--- src/rtl/eq_scale_sched.sv ---
// Time-multiplexed equalizer band-gain and volume scheduler: one shared signed
// 16x13 multiplier sequences ten band scalings plus two volume scalings per set.
module eq_scale_sched #(
  parameter int GAIN_SHIFT = 10,
  parameter int IDLE_TO    = 1048576
) (
  input  logic        clk,
  input  logic        rst,
  input  logic        filt_vld,
  input  logic [79:0] band_L,
  input  logic [79:0] band_R,
  input  logic [11:0] POT_LP,
  input  logic [11:0] POT_B1,
  input  logic [11:0] POT_B2,
  input  logic [11:0] POT_B3,
  input  logic [11:0] POT_HP,
  input  logic [11:0] POT_VOL,
  output logic [15:0] lft_out,
  output logic [15:0] rht_out,
  output logic        out_vld,
  output logic        busy,
  output logic        overrun,
  output logic        AMP_ON
);
  localparam int CW = $clog2(IDLE_TO + 1);
  localparam logic [CW-1:0] CNT_MAX = CW'(IDLE_TO);
  localparam logic signed [28:0] SMAX = 29'sd32767;
  localparam logic signed [28:0] SMIN = -29'sd32768;

  typedef enum logic [1:0] {IDLE, BAND, VOL, DONE} state_t;

  state_t state_q, state_d;
  logic [3:0] idx_q, idx_d;
  logic [4:0][15:0] bl_q, bl_d, br_q, br_d;
  logic [5:0][11:0] pot_q, pot_d;
  logic signed [18:0] acc_l_q, acc_l_d, acc_r_q, acc_r_d;
  logic [15:0] stg_l_q, stg_l_d, stg_r_q, stg_r_d;
  logic [15:0] lft_q, lft_d, rht_q, rht_d;
  logic vld_q, vld_d, ovr_q, ovr_d, amp_q, amp_d;
  logic [CW-1:0] cnt_q, cnt_d;

  logic [2:0] bi;
  logic signed [15:0] mul_a, scaled;
  logic signed [12:0] mul_b;
  logic signed [28:0] prod, shifted;
  logic accept;

  function automatic logic signed [15:0] sat16(input logic signed [28:0] x);
    if (x > SMAX)      return 16'sh7fff;
    else if (x < SMIN) return 16'sh8000;
    else               return x[15:0];
  endfunction

  // Shared multiplier operand select: band samples in BAND, clamped accumulators in VOL.
  always_comb begin
    bi    = (idx_q < 4'd5) ? idx_q[2:0] : 3'(idx_q - 4'd5);
    mul_a = '0;
    mul_b = '0;
    if (state_q == BAND) begin
      mul_a = (idx_q < 4'd5) ? bl_q[bi] : br_q[bi];
      mul_b = {1'b0, pot_q[bi]};
    end else if (state_q == VOL) begin
      mul_a = idx_q[0] ? sat16({{10{acc_r_q[18]}}, acc_r_q})
                       : sat16({{10{acc_l_q[18]}}, acc_l_q});
      mul_b = {1'b0, pot_q[5]};
    end
    prod    = mul_a * mul_b;
    shifted = prod >>> GAIN_SHIFT;
    scaled  = sat16(shifted);
  end

  assign accept = (state_q == IDLE) && filt_vld;

  always_comb begin
    state_d = state_q;
    idx_d   = idx_q;
    bl_d    = bl_q;
    br_d    = br_q;
    pot_d   = pot_q;
    acc_l_d = acc_l_q;
    acc_r_d = acc_r_q;
    stg_l_d = stg_l_q;
    stg_r_d = stg_r_q;
    lft_d   = lft_q;
    rht_d   = rht_q;
    vld_d   = 1'b0;
    ovr_d   = ovr_q | (filt_vld && state_q != IDLE);
    case (state_q)
      IDLE: if (filt_vld) begin
        state_d = BAND;
        idx_d   = '0;
        bl_d    = band_L;
        br_d    = band_R;
        pot_d   = {POT_VOL, POT_HP, POT_B3, POT_B2, POT_B1, POT_LP};
        acc_l_d = '0;
        acc_r_d = '0;
      end
      BAND: begin
        if (idx_q < 4'd5) acc_l_d = acc_l_q + {{3{scaled[15]}}, scaled};
        else              acc_r_d = acc_r_q + {{3{scaled[15]}}, scaled};
        if (idx_q == 4'd9) begin
          state_d = VOL;
          idx_d   = '0;
        end else begin
          idx_d = idx_q + 4'd1;
        end
      end
      VOL: begin
        if (!idx_q[0]) begin
          stg_l_d = scaled;
          idx_d   = 4'd1;
        end else begin
          stg_r_d = scaled;
          state_d = DONE;
        end
      end
      DONE: begin
        lft_d   = stg_l_q;
        rht_d   = stg_r_q;
        vld_d   = 1'b1;
        state_d = IDLE;
      end
      default: state_d = IDLE;
    endcase
    cnt_d = accept ? '0 : ((cnt_q == CNT_MAX) ? cnt_q : cnt_q + 1'b1);
    // Clear on the same edge the counter reaches the timeout so AMP_ON drops exactly then.
    amp_d = vld_d ? 1'b1 : ((cnt_d == CNT_MAX) ? 1'b0 : amp_q);
  end

  always_ff @(posedge clk) begin
    if (rst) begin
      state_q <= IDLE;
      idx_q   <= '0;
      bl_q    <= '0;
      br_q    <= '0;
      pot_q   <= '0;
      acc_l_q <= '0;
      acc_r_q <= '0;
      stg_l_q <= '0;
      stg_r_q <= '0;
      lft_q   <= '0;
      rht_q   <= '0;
      vld_q   <= 1'b0;
      ovr_q   <= 1'b0;
      amp_q   <= 1'b0;
      cnt_q   <= '0;
    end else begin
      state_q <= state_d;
      idx_q   <= idx_d;
      bl_q    <= bl_d;
      br_q    <= br_d;
      pot_q   <= pot_d;
      acc_l_q <= acc_l_d;
      acc_r_q <= acc_r_d;
      stg_l_q <= stg_l_d;
      stg_r_q <= stg_r_d;
      lft_q   <= lft_d;
      rht_q   <= rht_d;
      vld_q   <= vld_d;
      ovr_q   <= ovr_d;
      amp_q   <= amp_d;
      cnt_q   <= cnt_d;
    end
  end

  assign lft_out = lft_q;
  assign rht_out = rht_q;
  assign out_vld = vld_q;
  assign busy    = (state_q != IDLE);
  assign overrun = ovr_q;
  assign AMP_ON  = amp_q;
endmodule

--- config.mk ---
export PLATFORM = sky130hd
export DESIGN_NAME = eq_scale_sched
export DESIGN_NICKNAME = d
export VERILOG_FILES = /design/src/rtl/eq_scale_sched.sv
export SDC_FILE = /design/constraint.sdc
export NUM_CORES = 1
export LEC_CHECK = 0
export CORE_MARGIN = 10
export CORE_UTILIZATION = 25
export DETAILED_ROUTE_END_ITERATION = 12
export HOLD_SLACK_MARGIN = 0.08
export SKIP_CTS_REPAIR_TIMING = 1
export SYNTH_ARGS = -nofsm -noshare
export SYNTH_HDL_FRONTEND = slang
export SYNTH_SLANG_ARGS = --single-unit
--- constraint.sdc ---
create_clock -name clk -period 16.74 [get_ports clk]
set_input_delay 3.348 -clock clk [delete_from_list [all_inputs] [get_ports clk]]
set_output_delay 3.348 -clock clk [all_outputs]
set_load 0.03 [all_outputs]
==> flow_summary.json <==
{
  "status": "completed",
  "fillers": 10180,
  "whs_ns": 0.4520,
  "p_leak_uw": 0.01231,
  "drt_iter0_drc": 1359,
  "crit_slowest_cell": "nor3_1",
  "synth_fp_nets": 3445,
  "antenna_found_initial": 13,
  "seqCellArea_um2": 7287,
  "crit_fanout": 37,
  "clock_sinks": 364,
  "power.density_nw_per_um2": 144.2,
  "placed_cells": 4323,
  "critPathRequiredTime_ns": 17.24,
  "cts_tree": "yes",
  "finalCriticalPeriod_ns": 13.51,
  "postRouteAntennaNets": 0,
  "slowest_delay_ns": 1.11,
  "p_comb_share_pct": 53.3,
  "cp_data_arrival_time_ns": 14.00,
  "die_area_um2": 110500,
  "rows": 114,
  "grt_pass1_wl_um": 121800,
  "core-area_um2": 96850,
  "grt_setup_unrepaired": "false",
  "async_flop_share_pct": 0,
  "ys_ff_latch": 364,
  "syn_inst": 2920,
  "place_ws_ns": 3.223,
  "start_util_pct": 25.20,
  "grt_overflow": 0,
  "place.gp.congestion": 0.8837,
  "r2r-end": "acc_r_q[18]",
  "min_delay_path_depth": 2,
  "yosysWarningCount": 0,
  "end_kind": "flop",
  "final_hold_viol_count": 0,
  "synth.avg_cell_area_um2": 8.359,
  "clock_skew_ns": 0.03318,
  "yosysUniqueCellTypes": 80,
  "r2r_setup_slack_ns": 3.23,
  "fin_util_pct": 30.67,
  "cts.clk_slew.worst_paths_ns": 0.06,
  "drt_wl_total_um": 78550,
  "clockRootBuffer": "clkbuf_16",
  "layout.nets": 3616,
  "finalSetupViolations": 0,
  "netlist_area_um2": 24410,
  "finalWorstSetupSlack_ns": 3.234,
  "synth_ff_type": "dfxtp_1",
  "min_from": "bl_q[60]",
  "drive_gt1_share_pct": 6.665,
  "grt.total_usage_pct": 13.81,
  "p_int_uw": 2329,
  "port_buffers": 270,
  "path_class": "flop to flop",
  "r2r-start": "idx_q[1]",
  "final_max_slew_viol_count": 0,
  "fin_crit_sh_pct": 80.68,
  "worst_pin_slew_ns": 1.356,
  "worstHoldEndpoint": "bl_q[60]",
  "max-vdd-ir-drop_mv": 0.09185,
  "cts_buffers": 42,
  "seq_area_frac_synth_pct": 29.85,
  "drcViolationCount": 0,
  "r2r_cells": 44,
  "grt_pass1_vias": 20820,
  "first_pass_iters": 5,
  "switching_share_pct": 45.64,
  "startpoint": "idx_q[1]",
  "htree_num_levels": 2,
  "clkPwrFrac_pct": 20.9,
  "maxCapViolCount": 0,
  "multi_input_area_um2": 15450,
  "start_kind": "flop",
  "wl_per_cell_um": 17.83,
  "vias": 20540,
  "via_per_inst": 4.663,
  "io_pins": 271,
  "die_y_um": 332.5,
  "clk_latency_ns": 0.59,
  "finalNonFillerCells": 4404,
  "dp_hpwl_um": 59930,
  "synth-edff-count": 0,
  "seq_power_share_pct": 25.7,
  "relSlewSlack_pct": 8.922,
  "grt_max_degree": 192,
  "die_x_um": 332.5,
  "syn_to_final_growth_pct": 21.68,
  "cts_buffer_depth": 3,
  "switching_power_uw": 1955,
  "max_freq_ghz": 0.07404,
  "hp-class": "flop to flop",
  "setup_tns_ns": 0
}
## flip-flops by register name (all words and copies together), names as in the netlist
signal   count
out_vld      1
idx_q        4
pot_q       72
acc_l_q     19
cnt_q       21
lft_out     16
acc_r_q     19
stg_l_q     16
AMP_ON       1
rht_out     16
overrun      1
state_q      2
br_q        80
bl_q        80
stg_r_q     16
## cell usage in the layout (no fill, tap or decap), types with 77 or more instances in the layout
cell / count
a21oi_1: 317
and2_1: 77
clkdlybuf4s50_1: 269
dfxtp_1: 364
fa_1: 179
ha_1: 110
inv_1: 268
nand2_1: 598
nor2_1: 149
o21ai_0: 99
## Yosys cell counts (all sizes together) (13+ instances only)
| master | number | area share (%) |
|---|---|---|
| ha | 111 | 5.7 |
| nand2b | 17 | 0.45 |
| o21ai | 105 | 2.2 |
| nand3 | 41 | 0.84 |
| mux2i | 45 | 1.8 |
| a221oi | 28 | 1.0 |
| nor2b | 25 | 0.64 |
| inv | 269 | 4.1 |
| and2 | 78 | 2.0 |
| a22oi | 36 | 1.1 |
| a21oi | 325 | 6.8 |
| nor4 | 20 | 0.51 |
| mux4 | 45 | 4.2 |
| nand2 | 601 | 9.3 |
| a211oi | 13 | 0.44 |
| clkbuf | 167 | 2.6 |
| nor3 | 40 | 0.82 |
| dfxtp | 364 | 30 |
| xnor2 | 45 | 1.7 |
| xor2 | 27 | 0.97 |
| mux2 | 14 | 0.65 |
| and3 | 25 | 0.64 |
| a21o | 28 | 0.86 |
| nor2 | 150 | 2.3 |
| buf | 16 | 0.37 |
| fa | 179 | 15 |
## per-layer routing
layer / up-vias / share of wire [%] / routed length [µm] / global-route usage (%)
li1: 10040 / - / - / -
met1: 9858 / 42 / 33150 / 16.66
met2: 510 / 48 / 37710 / 23.56
met3: 119 / 6.1 / 4801 / 3.262
met4: 12 / 3.6 / 2805 / 5.326
met5: - / 0.097 / 76 / 0
## per-stage QoR
stage / area [µm²] / power, µW
global placement: 28360 / 3378
CTS: 29680 / 4321
global route: 29700 / 4611
detailed placement: 28360 / 3400
floorplan: 24410 / 2688
finish: 29700 / 4284
## worst max-delay path by stage
stage | depth (start not counted) | slack, ns | end
after global placement | 44 | 3.48 | acc_r_q[18]
after CTS | 44 | 3.20 | acc_r_q[18]
after global routing | 44 | 2.23 | acc_r_q[18]
after detailed placement | 44 | 3.22 | acc_r_q[18]
after floorplan | 48 | 5.07 | acc_r_q[17]
final | 44 | 3.23 | acc_r_q[18]
## critical path: cells and delay by family, from the launching register on
| kind | cells | cell delay, ns |
|---|---|---|
| compound gates | 21 | 4.57 |
| fa+ha+maj | 8 | 3.92 |
| mux | 1 | 0.36 |
| buf+inv | 7 | 1.38 |
| simple gates | 5 | 2.00 |
| xor+xnor | 2 | 0.43 |
| flops | 1 | 0.76 |
## power groups by stage
stage,clock [µW],combinational [µW],sequential [µW]
after floorplan,0,1600,1090
final,897,2280,1100
after CTS,926,2290,1100
after detailed placement,0,2280,1120
after global placement,0,2260,1120
after global routing,958,2530,1120
## cell families after synthesis
logic type	after synthesis	share of synthesized area [%]
adder cells (fa/ha/maj)	290	20.37
buffers and inverters	452	7.079
AO/OA/AOI/OAI	606	14.85
XOR/XNOR	72	2.660
multiplexers	104	6.658
flip-flops	364	29.85
AND/OR/NAND/NOR	1032	18.52
## final cells by class
cell class                 count  share of cell area, %
tap                         1276                  5.375
inverter                     269                  3.400
timing repair buffer         310                  10.17
antenna                        7                0.05898
multi-input combinational   2104                  52.01
sequential                   364                  24.53
clock inverter                22                 0.6150
clock buffer                  52                  3.834
Power figures use the tool's default switching activity.
